## src/rtl/hazard_pkg.sv

```systemverilog
// Shared types and encodings for the pipeline hazard controller.
// Holds the forwarding-select and memory-wait FSM enums plus the
// result_src encodings the Execute stage uses to tag its result source.
package hazard_pkg;

    // Forwarding mux select for an Execute-stage operand.
    typedef enum logic [1:0] {
        FWD_RF = 2'b00,    // value read from the register file
        FWD_W  = 2'b01,    // result being written back in W
        FWD_M  = 2'b10     // ALU result sitting in M
    } fwd_sel_t;

    // Data-memory wait sequencer.
    typedef enum logic [1:0] {
        IDLE     = 2'b00,
        MEM_WAIT = 2'b01,
        TIMEOUT  = 2'b10
    } mem_fsm_t;

    // result_src encodings of the instruction in Execute.
    localparam logic [2:0] RESULT_SRC_ALU  = 3'b000;
    localparam logic [2:0] RESULT_SRC_LOAD = 3'b001;
    localparam logic [2:0] RESULT_SRC_PC4  = 3'b010;

endpackage

```

## src/rtl/forward_unit.sv

```systemverilog
// Forwarding select for one Execute-stage source operand.
// M has priority over W because it holds the younger result; x0 never
// forwards since it is hard-wired to zero in the register file.
module forward_unit
    import hazard_pkg::*;
(
    input  logic [4:0] rs_e,
    input  logic [4:0] rd_m,
    input  logic [4:0] rd_w,
    input  logic       reg_write_m,
    input  logic       reg_write_w,
    output logic [1:0] fwd_sel
);

    // Pick the youngest in-flight producer of rs_e, else the register file.
    always_comb begin
        fwd_sel = FWD_RF;
        if (reg_write_m && (rd_m != 5'd0) && (rd_m == rs_e)) begin
            fwd_sel = FWD_M;
        end else if (reg_write_w && (rd_w != 5'd0) && (rd_w == rs_e)) begin
            fwd_sel = FWD_W;
        end
    end

endmodule

```

## src/rtl/pipeline_hazard_controller.sv

```systemverilog
// Hazard and sequencing controller for the 5-stage F/D/E/M/W pipeline.
// Produces operand forwarding selects, stage stall/flush enables for
// load-use hazards, taken branches and multi-cycle data-memory accesses,
// and a sticky watchdog flag when a memory access never completes.
// Optional build macro: HAZARD_PERF_CNT_EN adds three saturating 32-bit
// performance counters (load-use stalls, branch flushes, mem-wait cycles).
module pipeline_hazard_controller
    import hazard_pkg::*;
#(
    parameter logic [2:0] LOAD_SRC       = RESULT_SRC_LOAD,
    parameter int         TIMEOUT_CYCLES = 64,
    parameter int         CNT_W          = 8
)
(
    input  logic       CLK,
    input  logic       RESET,
    input  logic [4:0] rs1_D,
    input  logic [4:0] rs2_D,
    input  logic [4:0] rs1_E,
    input  logic [4:0] rs2_E,
    input  logic [4:0] rd_E,
    input  logic [4:0] rd_M,
    input  logic [4:0] rd_W,
    input  logic       reg_write_M,
    input  logic       reg_write_W,
    input  logic [2:0] result_src_E,
    input  logic       pc_src_E,
    input  logic       mem_access_M,
    input  logic       mem_ready,
    output logic [1:0] forward_a_E,
    output logic [1:0] forward_b_E,
    output logic       stall_F,
    output logic       stall_D,
    output logic       stall_E,
    output logic       stall_M,
    output logic       flush_D,
    output logic       flush_E,
    output logic       flush_W,
    output logic       mem_timeout
`ifdef HAZARD_PERF_CNT_EN
    ,
    output logic [31:0] perf_lw_stalls,
    output logic [31:0] perf_branch_flushes,
    output logic [31:0] perf_mem_wait_cycles
`endif
);

    // ---------------- forwarding ----------------
    logic [4:0] rs_e_arr [2];
    logic [1:0] fwd_arr  [2];

    assign rs_e_arr[0] = rs1_E;
    assign rs_e_arr[1] = rs2_E;

    for (genvar gi = 0; gi < 2; gi++) begin : g_fwd
        forward_unit u_fwd (
            .rs_e        (rs_e_arr[gi]),
            .rd_m        (rd_M),
            .rd_w        (rd_W),
            .reg_write_m (reg_write_M),
            .reg_write_w (reg_write_W),
            .fwd_sel     (fwd_arr[gi])
        );
    end

    assign forward_a_E = fwd_arr[0];
    assign forward_b_E = fwd_arr[1];

    // ---------------- hazard detection ----------------
    mem_fsm_t             state_reg, state_next;
    logic [CNT_W-1:0]     wait_cnt_reg, wait_cnt_next;
    logic                 timeout_reg, timeout_next;
    logic                 lw_stall;
    logic                 mem_stall;
    logic                 frozen;

    // Load-use and memory-wait conditions; a timed-out pipe stays frozen.
    always_comb begin
        lw_stall  = (result_src_E == LOAD_SRC) && (rd_E != 5'd0) &&
                    ((rd_E == rs1_D) || (rd_E == rs2_D));
        mem_stall = ((state_reg == IDLE) && mem_access_M && !mem_ready) ||
                    ((state_reg == MEM_WAIT) && !mem_ready);
        frozen    = mem_stall || (state_reg == TIMEOUT);
    end

    // Memory-wait sequencer next state, wait counter and watchdog flag.
    always_comb begin
        state_next    = state_reg;
        wait_cnt_next = wait_cnt_reg;
        timeout_next  = timeout_reg;
        case (state_reg)
            IDLE: begin
                if (mem_stall) begin
                    state_next    = MEM_WAIT;
                    wait_cnt_next = CNT_W'(1);
                end
            end
            MEM_WAIT: begin
                if (mem_ready) begin
                    state_next    = IDLE;
                    wait_cnt_next = '0;
                end else if (wait_cnt_reg == CNT_W'(TIMEOUT_CYCLES)) begin
                    state_next   = TIMEOUT;
                    timeout_next = 1'b1;
                end else begin
                    wait_cnt_next = wait_cnt_reg + 1'b1;
                end
            end
            TIMEOUT: begin
                state_next = TIMEOUT;
            end
            default: begin
                state_next    = IDLE;
                wait_cnt_next = '0;
            end
        endcase
    end

    // Sequencer state registers, cleared by the synchronous reset.
    always_ff @(posedge CLK) begin
        if (RESET) begin
            state_reg    <= IDLE;
            wait_cnt_reg <= '0;
            timeout_reg  <= 1'b0;
        end else begin
            state_reg    <= state_next;
            wait_cnt_reg <= wait_cnt_next;
            timeout_reg  <= timeout_next;
        end
    end

    assign mem_timeout = timeout_reg;

    // Stage enables: a memory freeze overrides everything and holds any
    // pending branch/load-use hazard until the access is released.
    always_comb begin
        stall_F = 1'b0;
        stall_D = 1'b0;
        stall_E = 1'b0;
        stall_M = 1'b0;
        flush_D = 1'b0;
        flush_E = 1'b0;
        flush_W = 1'b0;
        if (frozen) begin
            stall_F = 1'b1;
            stall_D = 1'b1;
            stall_E = 1'b1;
            stall_M = 1'b1;
            flush_W = 1'b1;
        end else begin
            stall_F = lw_stall;
            stall_D = lw_stall;
            flush_E = lw_stall || pc_src_E;
            flush_D = pc_src_E;
        end
    end

`ifdef HAZARD_PERF_CNT_EN
    // ---------------- performance counters ----------------
    logic        perf_event   [3];
    logic [31:0] perf_cnt_reg [3];

    assign perf_event[0] = lw_stall && !mem_stall;
    assign perf_event[1] = pc_src_E && !mem_stall;
    assign perf_event[2] = mem_stall;

    for (genvar gi = 0; gi < 3; gi++) begin : g_perf
        // Saturating event counter, cleared on reset.
        always_ff @(posedge CLK) begin
            if (RESET) begin
                perf_cnt_reg[gi] <= '0;
            end else if (perf_event[gi] && (perf_cnt_reg[gi] != '1)) begin
                perf_cnt_reg[gi] <= perf_cnt_reg[gi] + 32'd1;
            end
        end
    end

    assign perf_lw_stalls       = perf_cnt_reg[0];
    assign perf_branch_flushes  = perf_cnt_reg[1];
    assign perf_mem_wait_cycles = perf_cnt_reg[2];
`endif

endmodule

```

## config.mk

```make
export PLATFORM = sky130hd
export DESIGN_NAME = pipeline_hazard_controller
export DESIGN_NICKNAME = d
export VERILOG_FILES = /design/src/rtl/hazard_pkg.sv /design/src/rtl/forward_unit.sv /design/src/rtl/pipeline_hazard_controller.sv
export SDC_FILE = /design/constraint.sdc
export NUM_CORES = 1
export LEC_CHECK = 0
export CAP_MARGIN = 0
export CORE_ASPECT_RATIO = 1.25
export CORE_MARGIN = 2
export CORE_UTILIZATION = 39
export DETAILED_ROUTE_END_ITERATION = 16
export MAX_ROUTING_LAYER = met4
export PLACE_DENSITY = 0.81
export SYNTH_ARGS = -nofsm -noshare
export SYNTH_HDL_FRONTEND = slang
export SYNTH_SLANG_ARGS = --single-unit
```

## constraint.sdc

```tcl
create_clock -name CLK -period 5.4 [get_ports CLK]
set_clock_uncertainty 0.2 [all_clocks]
set_input_delay 0.54 -clock CLK [delete_from_list [all_inputs] [get_ports CLK]]
set_output_delay 0.54 -clock CLK [all_outputs]
set_load 0.03 [all_outputs]
```

==> summary.txt, run 1 <==
Timing
  – Slew margin rel.: 40.9%
  – Max Fclk: 278 MHz
  – Setup WS post-layout: about 1.8 ns
  – RSZ-0062 raised after global routing: no
  – Period utilisation layout: 66.5%
  – Worst-margin pin slew: around 0.89 ns
  – Slew Limit Fails: 0
  – Fin. Hold Viols: 0
  – Fin crit period: 3.59 ns
  – Final setup fails: 0
  – Fin Setup TNS: 0 ns

Synth
  – Cell Area, Synth: 1040 sq um
  – Syn Inst Count: 123
  – Seq/Total Area, Yosys: 21.1%
  – Syn Area/Cell: 8.49 sq um
  – Cell variety after synth: 37
  – Syn. warnings: 0
  – Synthesized Nets: 170
  – Post-synthesis register bit count: 11

Power and ir drop
  – Pleak: a little under 0.6 nW
  – P per Cell Area: 150 nW/um^2
  – Peak supply drop: 0.0848 mV
  – Pwr Total: 0.246 mW

Detailed routing
  – Drt first pass iters: 4
  – Vias per cell: around 5.3
  – Routed WL per cell: 13.5 microns
  – Wirelength, routed: 2880 microns
  – Remaining routing DRC violations: 0
  – DR vias: 1133
  – Post-DRT Antenna Nets: 0
  – Starting DRT DRC Count: 13

Cells and area
  – Nets: 227
  – Max reg flops: 8
  – Area growth from synthesis to layout: 57.0%
  – Layout cells sized above 1: 10.1%
  – Design Area, Final: 1640 sq um
  – ANT cells: 0
  – # fillers: 230
  – Final Util: 63.1%

Clock network
  – Clock buffer count from CTS: 3
  – Worst-Skew Late Latency: 0.27 ns
  – CTS tree: done
  – Clk root buf: clkbuf_4
  – Post-CTS Repair Setup Buffers: 0
  – TritonCTS Sinks: 11
  – Clk slew on worst S/H paths: ~0.07 ns
  – CTS max path bufs: 2
  – Number of H-tree levels: 1
  – CTS Hold Bufs: 0
  – Resized cells post-CTS: 0

Die
  – Core area: 2600 sq um
  – IO Pins: 57
  – Rows: 21
  – Die ar.: 3110 sq um
  – Die Wd: around 50 microns
  – Die Height: 61.9 microns
  – Initial Util: 40.2%

Critical path
  – Arr. time, crit path: 2.85 ns
  – Crit path max fanout: 3
  – Worst setup SP type: input pin
  – Critical Path End Type: primary output
  – CP required: between 4 and 5 ns
  – Critical path start-end classification: input pin to primary output

Placement
  – Placement Cell Area: 1610 sq um
  – Gp weighted congestion: 0.889
  – Pre-CTS WS: around 1.8 ns
  – # port buffers: 56
  – HPWL Detailed: 2490 microns

Outcome
  – Status: finished clean

Global route
  – Pin count of the biggest net entering global routing: 14
  – Initial antenna violation count: 0
  – Global-route total usage across every layer: a little under a fifth
  – First-pass GRT wire length: 4480 microns
  – GRT Residual Overflow: 0
  – Vias in the first global route: about 1100

Run
  – Max-Cap Viols: 0

Min path
  – Worst Hold Class: flip-flop to flip-flop
[per-stage QoR]
step / hold WS [ns] / std cells
2_1_floorplan: 0.248 / 123
3_3_place_gp: 0.259 / 209
3_5_place_dp: 0.266 / 209
4_1_cts: 0.285 / 213
5_1_grt: 0.314 / 213
6_report: 0.280 / 213
[logic make-up after synthesis]
group,count (synthesis),synth area share [%]
adders and majority gates,2,2.39
AOI/OAI and AO/OA,27,19.6
buffers and inverters,9,5.03
and+or+nand+nor,43,25.9
DFF,11,21.1
xor gates and xnor gates,31,26.0
[routing by layer]
metal,track usage (%),up-vias,part of all wire [%],wire (microns)
met1,19.1,525,36,1030
met4,7.72,0,2.3,67
met3,4.78,8,7.5,217
met2,35.9,43,54,1560
li1,-,557,-,-
met5,-,-,0,0
[report_power, final]
group / internal (mW) / total [mW] / switching (mW)
clock network: 0.0286 / 0.0563 / 0.0277
registers: 0.0826 / 0.0850 / 0.00239
logic: 0.0574 / 0.105 / 0.0473
[layout by cell type, fill, tap and decap left out, types with 2 or more instances in the layout]
cell              n
nand3_1           6
ha_1              2
dfxtp_1          11
or4_1             5
and2_1            2
xnor2_1           6
nor3_1            3
o211ai_1          2
inv_1             5
or3_1             5
clkbuf_4          3
nor4_1            4
o21ai_0           2
clkdlybuf4s50_1  56
o21ai_1           4
o21ba_1           2
a21oi_1           3
xor2_1           25
o21ai_2           3
nor2_1            7
or3b_2            2
a21oi_2           4
and3_1            2
[critical path: stages]
cell and delay (ns):
clkdlybuf4s50_1 0.46, or4_1 0.55, o21ai_1 0.17, nor4_1 0.09, nor4_1 0.30, clkdlybuf4s50_1 0.73
[Yosys cell counts, drive strengths merged]
| library cell | count | area [sq um] |
|---|---|---|
| o21ba | 2 | 20.0 |
| a211oi | 1 | 7.51 |
| or3 | 5 | 31.3 |
| nor4 | 4 | 25.0 |
| o31a | 1 | 8.76 |
| o211ai | 2 | 15.0 |
| a32oi | 1 | 8.76 |
| nand3 | 6 | 30.0 |
| and3 | 2 | 12.5 |
| inv | 5 | 18.8 |
| or2 | 2 | 12.5 |
| buf | 4 | 33.8 |
| a21oi | 7 | 50.0 |
| or3b | 3 | 28.8 |
| xnor2 | 6 | 52.6 |
| o32ai | 1 | 16.3 |
| a22oi | 1 | 7.51 |
| nand2 | 1 | 6.26 |
| nand2b | 1 | 6.26 |
| xor2 | 25 | 219 |
| o21ai | 9 | 56.3 |
| nor3 | 3 | 15.0 |
| and2 | 2 | 12.5 |
| a21o | 1 | 7.51 |
| or4b | 1 | 13.8 |
| nor3b | 1 | 12.5 |
| nor2 | 7 | 26.3 |
| or4 | 5 | 37.5 |
| ha | 2 | 25.0 |
| dfxtp | 11 | 220 |
| o21bai | 1 | 7.51 |
[final timing paths]
check | from | to | slack, ns | cells past startpoint
setup / recovery | rd_M[4] | forward_b_E[0] | 1.81 | 6
hold / removal | wait_cnt_reg[7]$_SDFFE_PP0P_ | wait_cnt_reg[7]$_SDFFE_PP0P_ | 0.28 | 2
setup reg to reg | wait_cnt_reg[0]$_SDFFE_PP0P_ | wait_cnt_reg[0]$_SDFFE_PP0P_ | 2.93 | 6
hold reg to reg | wait_cnt_reg[7]$_SDFFE_PP0P_ | wait_cnt_reg[7]$_SDFFE_PP0P_ | 0.28 | 2
[area by class of cell]
| type | instances | area [sq um] | share of cell area [%] |
|---|---|---|---|
| sequential | 11 | 220 | 13.4 |
| multi-input combinational | 103 | 772 | 47.1 |
| timing repair buffer | 56 | 561 | 34.2 |
| tap | 34 | 42.5 | 2.59 |
| clock buffer | 4 | 26.3 | 1.60 |
| inverter | 5 | 18.8 | 1.14 |
No activity file was read; power rests on OpenSTA's default activity.
==> inputs of run 2 (changes only) <==
--- a/config.mk
+++ b/config.mk
@@ -8,10 +8,10 @@
 export CAP_MARGIN = 0
 export CORE_ASPECT_RATIO = 1.25
 export CORE_MARGIN = 2
-export CORE_UTILIZATION = 39
+export CORE_UTILIZATION = 35
 export DETAILED_ROUTE_END_ITERATION = 16
 export MAX_ROUTING_LAYER = met4
-export PLACE_DENSITY = 0.81
+export PLACE_DENSITY = 0.76
 export SYNTH_ARGS = -nofsm -noshare
 export SYNTH_HDL_FRONTEND = slang
 export SYNTH_SLANG_ARGS = --single-unit
==> constraint.sdc (replaced) <==
create_clock -name CLK -period 3.1 [get_ports CLK]
set_clock_uncertainty 0.2 [all_clocks]
set_input_delay 0.31 -clock CLK [delete_from_list [all_inputs] [get_ports CLK]]
set_output_delay 0.31 -clock CLK [all_outputs]
set_load 0.03 [all_outputs]
==> summary.txt, run 2 (synthesis results as in run 1) <==
Critical path
  – Crit-path slowest cell: clkdlybuf4s50_1 (unchanged)
  – Crit path max fanout: 2 (was 3)
  – Crit-path most repeated cell: clkdlybuf4s50_1
  – Critical path start-end classification: input pin to primary output (unchanged)
  – Critical Path End Type: primary output (unchanged)
  – CP Depth: 6 (unchanged)
  – Cell Chain, Critical Path: clkdlybuf4s50_1, buf_4, xnor2_1, nand3_1, nor4_1, clkdlybuf4s50_1 (was clkdlybuf4s50_1, or4_1, o21ai_1, nor4_1, nor4_1, clkdlybuf4s50_1)
  – Critical path's largest stage delay: 0.77 ns (was 0.73 ns)
  – Arr. time, crit path: 2.32 ns (was 2.85 ns)
  – Worst-case reg-to-reg path depth: 7 (was 6)
  – Worst setup SP type: input pin (unchanged)
  – CP Buf/Inv Count: 3 (was 2)
  – CP required: 2.59 ns (was 4.66 ns)
  – Worst path top cell family by delay: buffers and inverters (unchanged)

Clock network
  – Number of H-tree levels: 1 (unchanged)
  – Worst-Skew Late Latency: 0.27 ns (about the same)
  – Clock buffer count from CTS: 3 (unchanged)
  – Clk root buf: clkbuf_4 (unchanged)
  – CTS max path bufs: 2 (unchanged)
  – CTS tree: done (unchanged)
  – CTS Hold Bufs: 0 (unchanged)
  – TritonCTS Sinks: 11 (unchanged)
  – Clk slew on worst S/H paths: 0.07 ns (about the same)

Detailed routing
  – Remaining routing DRC violations: 0 (unchanged)
  – Uppermost layer routed: met4 (unchanged)
  – M1 WL: 1090 microns (was 1030 microns)
  – Routed WL per cell: 13.3 microns (was 13.5 microns)
  – Met2 wire length: 1720 microns (was 1560 microns)
  – Wirelength, routed: 2960 microns (was 2880 microns)
  – Post-DRT Antenna Nets: 0 (unchanged)
  – WL met3: 117 microns (was 217 microns)
  – Starting DRT DRC Count: 21 (was 13)
  – Vias per cell: 5.15 (was 5.32)
  – Drt first pass iters: 4 (unchanged)
  – DR vias: 1143 (was 1133)

Cells and area
  – Multi-input gate area: 772 sq um (unchanged)
  – Area growth from synthesis to layout: 62.3% (was 57.0%)
  – Most frequent cells in the layout: clkdlybuf4s50_1, xor2_1, dfxtp_1, buf_4, nor2_1 (was clkdlybuf4s50_1, xor2_1, dfxtp_1, nor2_1)
  – Nets: 234 (was 227)
  – ANT cells: 0 (unchanged)
  – Register Area: 220 sq um (unchanged)
  – Commonest non-fill, non-tap cell in the layout: clkdlybuf4s50_1 (unchanged)
  – # fillers: 272 (was 230)
  – Layout cells sized above 1: 14.0% (was 10.1%)
  – Max reg flops: 8 (unchanged)
  – Design Area, Final: 1700 sq um (was 1640 sq um)

Min path
  – Hold Path Depth: 1 (was 2)
  – Worst Hold Class: flip-flop to flip-flop (unchanged)

Die
  – Core area: 2890 sq um (was 2600 sq um)
  – IO Pins: 57 (unchanged)
  – Initial Util: 36.1% (was 40.2%)
  – Die ar.: 3440 sq um (was 3110 sq um)
  – Die Wd: 52.9 microns (was 50.3 microns)
  – Rows: 22 (was 21)
  – Die Height: 65.1 microns (was 61.9 microns)

Global route
  – GRT Residual Overflow: 0 (unchanged)
  – Pin count of the biggest net entering global routing: 11 (was 14)
  – Global-route total usage across every layer: 18.5% (was 19.1%)
  – Initial antenna violation count: 0 (unchanged)
  – First-pass GRT wire length: 4750 microns (was 4480 microns)
  – Vias in the first global route: 1208 (was 1074)

Power and ir drop
  – Peak supply drop: 0.219 mV (was 0.0848 mV)
  – P per Cell Area: 258 nW/um^2 (was 150 nW/um^2)
  – Pleak: 0.643 nW (was 0.589 nW)
  – Pwr Total: 0.438 mW (was 0.246 mW)

Timing
  – Final setup fails: 0 (unchanged)
  – Fin Setup TNS: 0 ns (unchanged)
  – Period utilisation layout: about nine tenths
  – Slew Limit Fails: 0 (unchanged)
  – Max Fclk: about 350 MHz
  – Slew margin rel.: 71.8% (was 40.9%)
  – Fin. Hold Viols: 0 (unchanged)
  – RSZ-0062 raised after global routing: no (unchanged)
  – Fin crit period: 2.83 ns
  – Worst-margin pin slew: 0.419 ns (was 0.887 ns)
  – Setup WS post-layout: 0.271 ns (was 1.81 ns)

Outcome
  – Status: finished clean (unchanged)

Run
  – Max-Cap Viols: 0 (unchanged)

Placement
  – # port buffers: 56 (unchanged)
  – Pre-CTS WS: 0.0498 ns (was 1.81 ns)
  – HPWL Detailed: 2590 microns (was 2490 microns)
  – Gp weighted congestion: 0.885 (was 0.889)
  – Placement Cell Area: 1670 sq um (was 1610 sq um)
## run 2: path summary, 6_finish.rpt
kind | start | endpoint | slack, ns
max | rd_M[4] | forward_b_E[1] | 0.27
min | mem_timeout$_SDFFE_PP0P_ | mem_timeout$_SDFFE_PP0P_ | 0.29
max reg2reg | wait_cnt_reg[0]$_SDFFE_PP0P_ | wait_cnt_reg[3]$_SDFFE_PP0P_ | 0.90
min reg2reg | mem_timeout$_SDFFE_PP0P_ | mem_timeout$_SDFFE_PP0P_ | 0.29
## run 2: layer usage
layer,global-route usage [%],vias to the layer above
li1,-,574
met1,17.2,528
met2,37.0,35
met3,1.38,6
met4,7.37,0
met5,-,-
## run 2: through the flow
| stage | util, % | hold WS, ns | cells |
|---|---|---|---|
| after floorplan | - | 0.172 | 123 |
| after global placement | 57.7 | 0.258 | 218 |
| after detailed placement | 57.7 | 0.278 | 218 |
| after CTS | 58.6 | 0.294 | 222 |
| after global routing | 58.7 | 0.310 | 222 |
| final | 58.7 | 0.288 | 222 |
## run 2: layout make-up
cell class	count	area share (%)
multi-input combinational	103	45.5
tap	36	2.66
sequential	11	13.0
timing repair buffer	63	36.2
clock buffer	4	1.55
inverter	5	1.11
## run 2: timing repair
item,in CTS,in global routing
hold endpoints to repair,0,0
endpoints found under the setup margin,0,1
buffers inserted,0,0
resized for setup,0,1
## run 2: power by group
part	switching, mW	total [mW]	leakage [nW]	internal, mW
clock network	0.0501	0.0999	0.0150	0.0498
logic	0.0836	0.190	0.539	0.106
registers	0.00458	0.148	0.0890	0.144
total	0.138	0.438	0.643	0.300
